`src/rtl/timer_pkg.sv`:
```
// timer_pkg -- shared definitions for the countdown_timer block.
//
// Holds the FSM state type, the BCD digit width and the saturation/wrap
// limits used by the MM:SS counter, plus a small saturation helper used
// when a preset is loaded.
package timer_pkg;

    localparam int BCD_W = 4;

    // Largest legal value of a seconds-tens digit and of any other digit.
    localparam logic [BCD_W-1:0] SEC_TENS_MAX = 4'd5;
    localparam logic [BCD_W-1:0] DIGIT_MAX    = 4'd9;

    typedef enum logic [1:0] {
        ST_IDLE    = 2'd0,
        ST_RUN     = 2'd1,
        ST_PAUSE   = 2'd2,
        ST_EXPIRED = 2'd3
    } state_e;

    // Clamp a preset digit to the largest value that digit position can hold.
    function automatic logic [BCD_W-1:0] bcd_sat(input logic [BCD_W-1:0] d,
                                                 input logic [BCD_W-1:0] max_v);
        return (d > max_v) ? max_v : d;
    endfunction

endpackage

```
`src/rtl/bcd_digit_dec.sv`:
```
// bcd_digit_dec -- one BCD digit of a down-counter.
//
// Ports:
//   digit       current digit value
//   wrap_val    value the digit takes when it decrements from 0
//   dec_en      decrement request (the borrow from the digit below)
//   next_digit  digit value after the optional decrement
//   borrow      1 when the digit wrapped and the digit above must decrement
module bcd_digit_dec
    import timer_pkg::*;
(
    input  logic [BCD_W-1:0] digit,
    input  logic [BCD_W-1:0] wrap_val,
    input  logic             dec_en,
    output logic [BCD_W-1:0] next_digit,
    output logic             borrow
);

    // NOTE: every output of a combinational block gets a default first so
    // no path leaves it unassigned, which would otherwise infer a latch.
    always_comb begin
        next_digit = digit;
        borrow     = 1'b0;
        if (dec_en) begin
            if (digit == '0) begin
                next_digit = wrap_val;
                borrow     = 1'b1;
            end else begin
                next_digit = digit - BCD_W'(1);
            end
        end
    end

endmodule

```
`src/rtl/countdown_timer.sv`:
```
// countdown_timer -- MM:SS countdown timer with load, run/pause and expiry.
//
// Parameters:
//   TICK_DIV   clk cycles per one-second count tick
//   BLINK_DIV  clk cycles per blink half-period in the expired state
//
// Ports:
//   clk, rst_n                clock (rising edge), asynchronous active-low reset
//   load                      pulse: copy the saturated preset, go IDLE
//   start_stop                pulse: IDLE->RUN, RUN<->PAUSE, EXPIRED->IDLE
//   preset_m1..preset_s0      BCD preset MM:SS
//   digit3..digit0            registered BCD MM:SS (M tens, M ones, S tens, S ones)
//   blink                     registered display blank request
//   running, expired          registered state flags
//
// Build option:
//   COUNTDOWN_BLINK_EN  when defined, blink toggles every BLINK_DIV cycles in
//                       the expired state starting at 1; otherwise blink is 0
//                       and no blink counter exists.
module countdown_timer
    import timer_pkg::*;
#(
    parameter int TICK_DIV  = 100000000,
    parameter int BLINK_DIV = 25000000
) (
    input  logic             clk,
    input  logic             rst_n,
    input  logic             load,
    input  logic             start_stop,
    input  logic [BCD_W-1:0] preset_m1,
    input  logic [BCD_W-1:0] preset_m0,
    input  logic [BCD_W-1:0] preset_s1,
    input  logic [BCD_W-1:0] preset_s0,
    output logic [BCD_W-1:0] digit3,
    output logic [BCD_W-1:0] digit2,
    output logic [BCD_W-1:0] digit1,
    output logic [BCD_W-1:0] digit0,
    output logic             blink,
    output logic             running,
    output logic             expired
);

    localparam int                 PRESC_W   = (TICK_DIV > 1) ? $clog2(TICK_DIV) : 1;
    localparam logic [PRESC_W-1:0] TICK_LAST = PRESC_W'(TICK_DIV - 1);

    state_e             state_q, state_d;
    logic [PRESC_W-1:0] presc_q, presc_d;
    logic [BCD_W-1:0]   m1_q, m1_d, m0_q, m0_d, s1_q, s1_d, s0_q, s0_d;
    logic               running_q, running_d;
    logic               expired_q, expired_d;

    logic               tick;
    logic               digits_zero;
    logic               dec_zero;
    logic [BCD_W-1:0]   m1_dec, m0_dec, s1_dec, s0_dec;
    logic               s0_borrow, s1_borrow, m0_borrow, m1_borrow;

    // ---------------------------------------------------------------
    // Decrement chain: each digit decrements when the one below wraps.
    // ---------------------------------------------------------------
    assign tick = (state_q == ST_RUN) && (presc_q == TICK_LAST);

    bcd_digit_dec u_dec_s0 (
        .digit      (s0_q),
        .wrap_val   (DIGIT_MAX),
        .dec_en     (tick),
        .next_digit (s0_dec),
        .borrow     (s0_borrow)
    );

    bcd_digit_dec u_dec_s1 (
        .digit      (s1_q),
        .wrap_val   (SEC_TENS_MAX),
        .dec_en     (s0_borrow),
        .next_digit (s1_dec),
        .borrow     (s1_borrow)
    );

    bcd_digit_dec u_dec_m0 (
        .digit      (m0_q),
        .wrap_val   (DIGIT_MAX),
        .dec_en     (s1_borrow),
        .next_digit (m0_dec),
        .borrow     (m0_borrow)
    );

    bcd_digit_dec u_dec_m1 (
        .digit      (m1_q),
        .wrap_val   (DIGIT_MAX),
        .dec_en     (m0_borrow),
        .next_digit (m1_dec),
        .borrow     (m1_borrow)
    );

    assign digits_zero = (m1_q == '0) && (m0_q == '0) && (s1_q == '0) && (s0_q == '0);
    assign dec_zero    = (m1_dec == '0) && (m0_dec == '0) && (s1_dec == '0) && (s0_dec == '0);

    // ---------------------------------------------------------------
    // FSM, prescaler and digit next-state.
    // ---------------------------------------------------------------
    always_comb begin
        state_d = state_q;
        presc_d = presc_q;
        m1_d    = m1_q;
        m0_d    = m0_q;
        s1_d    = s1_q;
        s0_d    = s0_q;

        if (load) begin
            // load overrides everything, including a simultaneous start_stop.
            state_d = ST_IDLE;
            presc_d = '0;
            m1_d    = bcd_sat(preset_m1, DIGIT_MAX);
            m0_d    = bcd_sat(preset_m0, DIGIT_MAX);
            s1_d    = bcd_sat(preset_s1, SEC_TENS_MAX);
            s0_d    = bcd_sat(preset_s0, DIGIT_MAX);
        end else begin
            unique case (state_q)
                ST_IDLE: begin
                    if (start_stop && !digits_zero) begin
                        state_d = ST_RUN;
                        presc_d = '0;
                    end
                end

                ST_RUN: begin
                    if (tick) begin
                        presc_d = '0;
                        // A borrow out of the minutes tens would mean wrapping
                        // below 00:00; refuse it and just expire.
                        if (!m1_borrow) begin
                            m1_d = m1_dec;
                            m0_d = m0_dec;
                            s1_d = s1_dec;
                            s0_d = s0_dec;
                        end
                        // Expiry outranks a pause requested on the same edge.
                        if (dec_zero || m1_borrow) begin
                            state_d = ST_EXPIRED;
                        end else if (start_stop) begin
                            state_d = ST_PAUSE;
                        end
                    end else begin
                        presc_d = presc_q + PRESC_W'(1);
                        if (start_stop) begin
                            state_d = ST_PAUSE;
                        end
                    end
                end

                ST_PAUSE: begin
                    // Prescaler holds so the partial second resumes intact.
                    if (start_stop) begin
                        state_d = ST_RUN;
                    end
                end

                ST_EXPIRED: begin
                    if (start_stop) begin
                        state_d = ST_IDLE;
                        m1_d    = '0;
                        m0_d    = '0;
                        s1_d    = '0;
                        s0_d    = '0;
                    end
                end

                default: begin
                    state_d = ST_IDLE;
                end
            endcase
        end
    end

    // Flags are registered from the next state so they change on the same
    // edge as the state itself.
    assign running_d = (state_d == ST_RUN);
    assign expired_d = (state_d == ST_EXPIRED);

    // NOTE: sequential state uses non-blocking assignments so every flop
    // samples the pre-edge values regardless of statement order.
    always_ff @(posedge clk or negedge rst_n) begin
        if (!rst_n) begin
            state_q   <= ST_IDLE;
            presc_q   <= '0;
            m1_q      <= '0;
            m0_q      <= '0;
            s1_q      <= '0;
            s0_q      <= '0;
            running_q <= 1'b0;
            expired_q <= 1'b0;
        end else begin
            state_q   <= state_d;
            presc_q   <= presc_d;
            m1_q      <= m1_d;
            m0_q      <= m0_d;
            s1_q      <= s1_d;
            s0_q      <= s0_d;
            running_q <= running_d;
            expired_q <= expired_d;
        end
    end

    assign digit3  = m1_q;
    assign digit2  = m0_q;
    assign digit1  = s1_q;
    assign digit0  = s0_q;
    assign running = running_q;
    assign expired = expired_q;

    // ---------------------------------------------------------------
    // Expiry blink.
    // ---------------------------------------------------------------
`ifdef COUNTDOWN_BLINK_EN
    localparam int                 BLINK_W    = (BLINK_DIV > 1) ? $clog2(BLINK_DIV) : 1;
    localparam logic [BLINK_W-1:0] BLINK_LAST = BLINK_W'(BLINK_DIV - 1);

    logic [BLINK_W-1:0] blink_cnt_q, blink_cnt_d;
    logic               blink_q, blink_d;

    always_comb begin
        blink_cnt_d = '0;
        blink_d     = 1'b0;
        if (state_d == ST_EXPIRED) begin
            if (state_q != ST_EXPIRED) begin
                // Entry: display on, fresh half-period.
                blink_d = 1'b1;
            end else if (blink_cnt_q == BLINK_LAST) begin
                blink_d = !blink_q;
            end else begin
                blink_cnt_d = blink_cnt_q + BLINK_W'(1);
                blink_d     = blink_q;
            end
        end
    end

    always_ff @(posedge clk or negedge rst_n) begin
        if (!rst_n) begin
            blink_cnt_q <= '0;
            blink_q     <= 1'b0;
        end else begin
            blink_cnt_q <= blink_cnt_d;
            blink_q     <= blink_d;
        end
    end

    assign blink = blink_q;
`else
    assign blink = 1'b0;
`endif

endmodule

```
`config.mk`:
```
export PLATFORM = sky130hd
export DESIGN_NAME = countdown_timer
export DESIGN_NICKNAME = d
export VERILOG_FILES = /design/src/rtl/timer_pkg.sv /design/src/rtl/bcd_digit_dec.sv /design/src/rtl/countdown_timer.sv
export SDC_FILE = /design/constraint.sdc
export NUM_CORES = 1
export LEC_CHECK = 0
export BUFFER_PORTS_ARGS = -buffer_cell sky130_fd_sc_hd__buf_4
export CAP_MARGIN = 10
export CORE_MARGIN = 8
export CORE_UTILIZATION = 38
export DETAILED_ROUTE_END_ITERATION = 16
export PLACE_DENSITY = 0.53
export SKIP_LAST_GASP = 1
export SLEW_MARGIN = 10
export SYNTH_ARGS = -nofsm -noshare
export SYNTH_HDL_FRONTEND = slang
export SYNTH_HIERARCHICAL = 1
export SYNTH_SLANG_ARGS = --single-unit
```
`constraint.sdc`:
```
create_clock -name clk -period 9.15 [get_ports clk]
set_clock_uncertainty 0.15 [all_clocks]
set_input_delay 0.915 -clock clk [delete_from_list [all_inputs] [get_ports clk]]
set_output_delay 0.915 -clock clk [all_outputs]
set_load 0.05 [all_outputs]
```
==> metrics.cfg <==
[status]
status = finished, final reports clean

[clock_tree]
ctsResizeCount = 0
clock_latency_ns = 0.31
cts_setup_buffers = 0
cts_tree = built
cts_hold_buf = 0
htreeDepth = 2
cts.reportedPaths.clkPinSlew_ns = 0.10
cts-root-buf = clkbuf_8
cts_buffer_depth = 2
cts_sinks = 47
cts_buffers = 5

[global_route]
grt_usage_pct = 15.3
grt_max_degree = 48
met1_usage_pct = 19.5
grt_pass1_vias = 2957
grtUsageMet3_pct = 3.26
antenna_found_initial = 0
grt_pass1_wl_microns = 14900
top_usage_layer = met2
grt_use_met2_pct = 26.3
grt-ovfl-total = 0

[synthesis]
synth-xor-area-share_pct = 1.04
synthAdderAreaFrac_pct = 1.86
async_flop_share_pct = 100
synthMuxAreaShare_pct = 4.80
syn-cell-area_sq_um = 3360
synth_top_cell_by_area = dfrtp_1
synth-simple-area-share_pct = 29.9
ys.warnings.count = 6
synthFlopType = dfrtp_1
ys_seq_area_share_pct = 35.0
syn_avg_cell_area_sq_um = 8.87
synth_compound_area_share_pct = 22.2
synth_area_leaders = dfrtp_1 35%, a21oi_1 4.8%, nand2_1 3.9%
synth_top_family_by_area = simple AND/OR/NAND/NOR gates
ys_ff_latch = 47
synth_top_area_share_pct = 35.0
synth_edf_count = 0
ys_types = 56
syn_inst = 379

[timing]
rsz0062_at_grt = false
period_needed_ns = 3.89
finalMaxSlewViolations = 0
setup_ws_ns = 5.26
period_share_pct = 42.5
setup_viol = 0
fmax_mhz = 257
slew_headroom_pct = 46.3
finalHoldViolCount = 0
worst_pin_slew_ns = 0.805
tns_ns = 0

[placed_design]
hpwlAfterDp_microns = 6470
dp_slack_ns = 5.28
place_congestion = 0.803
port_buffers = 37

[power]
powerDensity_nw_per_um2 = 152
p_leak_nw = 1.56
ir_drop_mv = 0.0628

[drt]
vias = 3036
wirelength_microns = 8980
drtPass1Iterations = 4
drtAntennaViolNets = 0
vias_per_cell = 5.70
drc_errors = 0
wl_per_cell_microns = 16.9
drt_iter0_drc = 116

[critical_path]
worst_path_most_repeated_cell = and2_2
slowest_delay_ns = 0.42
slowest_stage = dfrtp_1
crit_family = simple AND/OR/NAND/NOR gates
ff2ff_setup_slack_ns = 5.26
arrival_ns = 3.95
end_kind = flip-flop
cp_cell_sequence = ha_1, nand3_1, nor2_1, and4_1, and2_2, and2_2, and2_2, nand2_1, nand2_1, o21ai_0, nor4_1, a41oi_1, or2_2, and2_1
rr_worst_depth = 14
required_ns = 9.20
r2r_start = presc_q[0]
critical_path_class = flip-flop to flip-flop
cp_max_fo = 10
r2r-end = running
cp-start-kind = flip-flop
crit_buf_inv = 0

[worst_hold_path]
hold_start = presc_q[26]
min_path_type = flip-flop to flip-flop
min_to = presc_q[26]
whs_path_depth = 1

[cells_and_area]
antenna_cells = 0
n_fill_cell = 870
syn2layout_area_growth_pct = 13.5
layout-drive-gt1-share_pct = 19.8
final_nets = 449

[die]
row_count = 34
coreArea_sq_um = 8640
initial_core_util_pct = 38.9
die_h_microns = 110
die-area_sq_um = 12100
die_w_microns = 110
ioPinCount = 39

[flow_run]
cap_violations = 0

==> flip-flops by register name (all words and copies together) (netlist names) <==
| name | count |
|---|---|
| running | 1 |
| digit1 | 4 |
| digit2 | 4 |
| presc_q | 27 |
| digit0 | 4 |
| state_q | 2 |
| expired | 1 |
| digit3 | 4 |
==> power by group <==
part	total [mW]	internal, mW	switching, mW
combinational	0.195	0.0775	0.118
sequential	0.250	0.221	0.0285
clock	0.134	0.0551	0.0786
total	0.579	0.354	0.225
==> worst max-delay path by stage <==
stage           startpoint      end  slack (ns)  depth (start not counted)
2_1_floorplan  presc_q[11]  running        5.68                         17
3_3_place_gp    presc_q[0]  running        5.41                         14
3_5_place_dp    presc_q[0]  running        5.28                         14
4_1_cts         presc_q[0]  running        5.26                         14
5_1_grt         presc_q[0]  running        4.88                         14
6_report        presc_q[0]  running        5.26                         14
==> routing by layer <==
layer	share of wire, %	routed length, microns
met5	0	0
met4	0.87	78
met3	4.9	437
met2	50	4460
met1	45	4000
==> stage by stage <==
step	instance area [sq um]	hold slack [ns]	std cells	util [%]	power (mW)
after detailed placement	3730	0.330	525	43.2	0.450
after global routing	3820	0.385	533	44.2	0.616
after floorplan	3420	0.303	394	-	0.388
final	3820	0.350	533	44.2	0.579
after CTS	3820	0.348	533	44.2	0.585
after global placement	3730	0.332	525	43.2	0.448
==> kinds of logic after synthesis <==
group | after synthesis
fa+ha+maj | 5
compound gates | 112
mux | 15
other cells | 2
xor+xnor | 4
flops | 47
simple gates | 166
buf+inv | 28
==> layout by cell type, fill, tap and decap left out, types with 5 or more instances in the layout <==
cell | netlist | routed
clkbuf_8 | 2 | 5
o21ai_0 | 17 | 17
ha_1 | 5 | 5
inv_1 | 11 | 11
a31oi_1 | 19 | 19
o21a_1 | 5 | 5
nand3_1 | 17 | 17
a41oi_1 | 5 | 5
a221o_1 | 6 | 6
nand4_1 | 8 | 8
nand2_1 | 35 | 35
a21o_1 | 5 | 5
and2_1 | 8 | 8
nor3_1 | 15 | 15
nor4_1 | 10 | 10
nor2_1 | 17 | 17
buf_4 | 1 | 40
conb_1 | 2 | 17
a22o_1 | 7 | 7
nand2b_1 | 8 | 8
nor2b_1 | 5 | 5
or3_1 | 5 | 5
mux2_2 | 9 | 9
o211ai_1 | 5 | 5
and3_1 | 7 | 7
and2_2 | 6 | 6
dfrtp_1 | 47 | 47
a21oi_1 | 32 | 32
mux2i_1 | 6 | 6
==> cells in the mapped netlist, types with 2 or more instances <==
master / count
clkbuf_1: 8
nand3_1: 17
clkbuf_8: 2
and3_1: 7
a31oi_1: 19
and2_1: 8
nand4_1: 8
dfrtp_1: 47
nor3_1: 15
o21a_1: 5
mux2i_1: 6
nand2b_1: 8
inv_1: 11
nor2b_1: 5
o211ai_1: 5
or3b_1: 4
xnor2_1: 2
nand4b_1: 2
o221ai_1: 4
nor4_1: 10
a21o_1: 5
o21ai_0: 17
nand2_1: 35
conb_1: 2
ha_1: 5
or3_1: 5
mux2_2: 9
a21oi_1: 32
and2_2: 6
and2b_2: 4
nor3b_4: 4
a22o_1: 7
nor4_4: 2
nor2_1: 17
xor2_1: 2
a41oi_1: 5
buf_6: 5
a221o_1: 6
==> worst register-to-register path, stage by stage, from the launching register on <==
cell and delay [ns]:
dfrtp_1 0.42, ha_1 0.22, nand3_1 0.28, nor2_1 0.27, and4_1 0.41, and2_2 0.31
and2_2 0.26, and2_2 0.26, nand2_1 0.08, nand2_1 0.06, o21ai_0 0.11, nor4_1 0.29
a41oi_1 0.17, or2_2 0.35, and2_1 0.14
==> layout make-up <==
type | count | area, sq um | share of cell area, %
multi-input cells | 319 | 2080 | 54.4
well taps | 108 | 135 | 3.54
clock buffers | 6 | 72.6 | 1.90
inverters | 11 | 41.3 | 1.08
repair buffers | 40 | 300 | 7.86
clock inverters | 2 | 17.5 | 0.459
flip-flops and latches | 47 | 1180 | 30.8
No activity file was read; power rests on OpenSTA's default activity.
